## src/rtl/actor_channel_fifo.sv

```systemverilog
// Receiving end of an actor output port: buffers single-token SEND/ACK transfers
// in a first-word-fall-through FIFO. Define ACTOR_CHANNEL_FIFO_STATUS_EN to add Occupancy/Overflow outputs.
module actor_channel_fifo #(
    parameter int DATA_WIDTH = 16,
    parameter int DEPTH_LOG2 = 4
) (
    input  logic                  CLK,
    input  logic                  RESET,
    input  logic                  In_SEND,
    input  logic [DATA_WIDTH-1:0] In_DATA,
    input  logic [15:0]           In_COUNT,
    output logic                  In_RDY,
    output logic                  In_ACK,
    output logic                  Out_SEND,
    output logic [DATA_WIDTH-1:0] Out_DATA,
    output logic [15:0]           Out_COUNT,
    input  logic                  Out_ACK
`ifdef ACTOR_CHANNEL_FIFO_STATUS_EN
    ,
    output logic [DEPTH_LOG2:0]   Occupancy,
    output logic                  Overflow
`endif
);

    localparam int DEPTH = 1 << DEPTH_LOG2;
    localparam logic [DEPTH_LOG2:0] OCC_FULL = (DEPTH_LOG2+1)'(DEPTH);

    logic [DATA_WIDTH-1:0] mem [DEPTH];
    logic [DEPTH_LOG2-1:0] wptr;
    logic [DEPTH_LOG2-1:0] rptr;
    logic [DEPTH_LOG2:0]   occ;
    logic                  full;
    logic                  empty;
    logic                  wr;
    logic                  rd;

    // Each transfer carries exactly one token, so the producer count is not needed.
    logic unused_count;
    assign unused_count = ^In_COUNT;

    assign full      = (occ == OCC_FULL);
    assign empty     = (occ == '0);
    assign In_RDY    = ~full;
    assign Out_SEND  = ~empty;
    assign wr        = In_SEND & In_RDY;
    assign rd        = Out_ACK & Out_SEND;
    assign In_ACK    = wr;
    assign Out_DATA  = empty ? '0 : mem[rptr];
    assign Out_COUNT = {15'b0, Out_SEND};

    always_ff @(posedge CLK) begin
        if (wr) begin
            mem[wptr] <= In_DATA;
        end
    end

    always_ff @(posedge CLK or posedge RESET) begin
        if (RESET) begin
            wptr <= '0;
            rptr <= '0;
            occ  <= '0;
        end else begin
            if (wr) begin
                wptr <= wptr + DEPTH_LOG2'(1);
            end
            if (rd) begin
                rptr <= rptr + DEPTH_LOG2'(1);
            end
            case ({wr, rd})
                2'b10:   occ <= occ + (DEPTH_LOG2+1)'(1);
                2'b01:   occ <= occ - (DEPTH_LOG2+1)'(1);
                default: occ <= occ;
            endcase
        end
    end

`ifdef ACTOR_CHANNEL_FIFO_STATUS_EN
    assign Occupancy = occ;

    always_ff @(posedge CLK or posedge RESET) begin
        if (RESET) begin
            Overflow <= 1'b0;
        end else if (In_SEND && !In_RDY) begin
            Overflow <= 1'b1;
        end
    end
`endif

endmodule

```

## config.mk

```make
export PLATFORM = sky130hd
export DESIGN_NAME = actor_channel_fifo
export DESIGN_NICKNAME = d
export VERILOG_FILES = /design/src/rtl/actor_channel_fifo.sv
export SDC_FILE = /design/constraint.sdc
export NUM_CORES = 1
export LEC_CHECK = 0
export ABC_CLOCK_PERIOD_IN_PS = 3300
export CAP_MARGIN = 20
export CORE_MARGIN = 2
export CORE_UTILIZATION = 61
export CTS_BUF_LIST = sky130_fd_sc_hd__clkbuf_8
export DETAILED_ROUTE_END_ITERATION = 7
export PLACE_DENSITY_LB_ADDON = 0.05
export SYNTH_ARGS = -nofsm -noshare
export SYNTH_HDL_FRONTEND = slang
export SYNTH_SLANG_ARGS = --single-unit
export TNS_END_PERCENT = 1
```

## constraint.sdc

```tcl
create_clock -name CLK -period 3.3 [get_ports CLK]
set_input_delay 0.66 -clock CLK [delete_from_list [all_inputs] [get_ports CLK]]
set_output_delay 0.66 -clock CLK [all_outputs]
set_load 0.01 [all_outputs]
```

==> metrics.cfg <==
[critical_path]
slowest_stage = sky130_fd_sc_hd__dfrtp_1
critical_path_cell_count = 5
cp-start-kind = flip-flop
reg2reg_depth = 9
launching_point_of_the_worst_reg2reg_path = occ[1]$_DFFE_PP0P_
cp.required_ns = 2.64
crit_path_cell_trace = buf_12 -> mux4_2 -> mux2_2 -> a221o_1 -> clkdlybuf4s15_1
critPathTopFamily = multiplexers
timing.reg2reg.setup_slack_ns = 0.44
crit_path_kind = flip-flop to output pin
reg2reg_to = occ[4]$_DFFE_PP0P_
timing.critical_path.to_type = output pin
path_buf_inv = 2
crit_path_max_fanout = 32
max_incr_delay_on_cp_ns = 0.54
crit_arrival_ns = 2.58

[cells_and_area]
top_library_cells_by_usage_in_the_layout_fill_and_taps_aside = sky130_fd_sc_hd__edfxtp_1, sky130_fd_sc_hd__mux4_2, sky130_fd_sc_hd__clkbuf_8
area_growth_from_synthesis_to_layout_pct = 17.4
antennaDiodeCount = 0
stdcell_count = 877
fill_cells = 1009
total_nets_final = 670
final_common_cell = sky130_fd_sc_hd__edfxtp_1
drive_gt1_frac = 0.367
post-route-cell-area_mm2 = 0.0126

[route]
detail_route.wl_per_cell_um = 24.4
route.detailed.drc = 0
num_vias = 5338
initialDrtViolationCount = 511
drt_pass1_iterations = 5
viasPerCell = 6.09
route.antenna.remaining_nets = 0
wl_mm = 21.4

[timing]
finalCriticalPeriod_ns = 3.24
finalWorstSetupSlack_ns = 0.0560
setup_repair_after_global_routing_missed_its_margin = true
setup-violations-final = 0
slew-limit-headroom = 0.608
report.final.hold_viol_count = 0
post_route_fraction_of_the_period_consumed_by_the_critical_path = 0.983
worst_pin_slew_ns = 0.586
max_freq_mhz = 308
report.final.slew_viol_count = 0
finalClockSkew_ns = 0.0146

[yosys]
synth-edff-count = 256
synthFlopType = sky130_fd_sc_hd__edfxtp_1
synthCells = 510
ys_seq_elements = 269
yosysWarnings = 0
post-synth-top-area-cell = sky130_fd_sc_hd__edfxtp_1
synth_cell_type_count = 41
postSynth.asyncResetShare = 0.0483
synth.yosys.seq_area_share = 0.744
syn-mean-instance-area_um2 = 21.1
synth.top_cell.area_share = 0.714
syn-cell-area_mm2 = 0.0108
netlist_top_cells_area = sky130_fd_sc_hd__edfxtp_1, sky130_fd_sc_hd__mux4_2, sky130_fd_sc_hd__dfrtp_1, sky130_fd_sc_hd__mux2_2, sky130_fd_sc_hd__a221o_1

[floorplan]
dieArea_mm2 = 0.0187
initial_utilization = 0.622
design.core.area_mm2 = 0.0173
io_pins = 71
die_width_um = 137
die_height_um = 137
row_count = 48

[grt]
globalRouteOverflowTotal = 0
grt_start_max_net_pins = 36
grt_antenna_before_repair = 0
groute.usage.overall = 0.244
grt_first_pass_wirelength_mm = 32.6
first_global_vias = 5599

[placement]
preCtsSetupSlack_ns = 0.0706
hpwlAfterDp_mm = 12.1
place.detailed.instances = 779
placement.io_buffers = 39
placement.cell_area_mm2 = 0.0116
routabilityCongestion = 0.778

[clock_network]
cts_tree = built
cts-root-buf = sky130_fd_sc_hd__clkbuf_8
path_clk_slew_ns = 0.06
cts.sink_count = 269
htreeDepth = 2
hold_fix_buffers_at_cts = 0
cts_made_buffers = 43
clock_tree.buffer_depth = 3
insertion_delay_to_the_later_sink_of_the_worst_skew_pair_ns = 0.55

[power]
leakage_nw = 4.31
ir_drop_mv = 0.507
cell_area_power_density_mw_per_mm2 = 852
report.power.total_w = 0.0108

[worst_hold_path]
min_path_type = input port to asynchronous set/reset pin

[run_status]
run_status = completed

[flow_run]
max-cap-violations = 0

==> what timing repair did <==
action / 4_1_cts / 5_1_grt
cloned: 2 / 0
pin swaps: 3 / 4
endpoints found under the setup margin: 16 / 7
setup buffers: 21 / 3
gates resized for setup: 72 / 1
==> cell families after synthesis <==
group	synth area share
mux	0.154
other cells	0.000348
xor+xnor	0.00895
simple gates	0.0317
compound gates	0.0239
buf+inv	0.0264
fa+ha+maj	0.0105
flops	0.744
==> through the flow <==
step / TNS (ns) / util / hold WS, ns
6_report: 0 / 0.731 / 0.446
5_1_grt: -0.0475 / 0.731 / 0.486
4_1_cts: 0 / 0.729 / 0.442
3_5_place_dp: 0 / 0.673 / 0.603
3_3_place_gp: 0 / 0.673 / 0.591
2_1_floorplan: 0 / - / 0.537
==> synth_stat cells, types with 3 or more instances <==
cell and instances:
sky130_fd_sc_hd__nor2_1 15, sky130_fd_sc_hd__nand4_1 3, sky130_fd_sc_hd__a221o_1 16, sky130_fd_sc_hd__nand2b_1 4, sky130_fd_sc_hd__inv_1 4, sky130_fd_sc_hd__dfrtp_1 13
sky130_fd_sc_hd__nand2_1 9, sky130_fd_sc_hd__xor2_1 5, sky130_fd_sc_hd__clkbuf_1 12, sky130_fd_sc_hd__buf_1 3, sky130_fd_sc_hd__buf_6 4, sky130_fd_sc_hd__mux2_2 18
sky130_fd_sc_hd__buf_2 8, sky130_fd_sc_hd__edfxtp_1 256, sky130_fd_sc_hd__nor3_1 4, sky130_fd_sc_hd__xnor2_1 6, sky130_fd_sc_hd__nor2b_1 15, sky130_fd_sc_hd__buf_4 17
sky130_fd_sc_hd__ha_1 9, sky130_fd_sc_hd__mux4_2 64
==> flip-flops by register name (all words and copies together), names as in the netlist <==
register and cells:
occ 5, wptr 4, rptr 4, mem 256
==> where the power goes <==
group	total [W]	internal, W	leakage, nW	switching [W]
clock	0.00252	0.00130	0.448	0.00121
sequential	0.00436	0.00416	2.46	0.000203
combinational	0.00389	0.00203	1.40	0.00186
==> area by class of cell <==
type                    instances  area [µm²]  share of cell area
repair buffers                100         982              0.0777
flip-flops and latches        269        8020               0.635
clock inverters                25         111             0.00881
well taps                     225         282              0.0223
inverters                       4        15.0             0.00119
multi-input cells             207        2580               0.204
clock buffers                  47         647              0.0512
==> worst register-to-register path: cells and delay by family, from the launching register on <==
family          cells  cell delay (ns)
compound gates      3             0.62
flops               1             0.41
xor+xnor            2             0.33
simple gates        2             0.83
fa+ha+maj           2             0.54
==> worst max-delay path by stage <==
stage,start,slack [ns],to
6_report,rptr[3]$_DFFE_PP0P_,0.06,Out_DATA[3]
5_1_grt,occ[1]$_DFFE_PP0P_,-0.01,Out_DATA[1]
4_1_cts,occ[3]$_DFFE_PP0P_,0.0002,Out_DATA[4]
3_5_place_dp,occ[1]$_DFFE_PP0P_,0.07,Out_DATA[5]
3_3_place_gp,occ[1]$_DFFE_PP0P_,0.09,Out_DATA[5]
2_1_floorplan,occ[2]$_DFFE_PP0P_,0.50,mem[3][0]$_DFFE_PP_
==> metal layers <==
layer | global-route usage | part of all wire | vias up
met5 | 0 | 0 | -
met4 | 0.0710 | 0.013 | 0
met2 | 0.396 | 0.51 | 199
li1 | - | - | 2292
met1 | 0.350 | 0.41 | 2822
met3 | 0.0419 | 0.061 | 25
(Power assumes the default switching activity.)
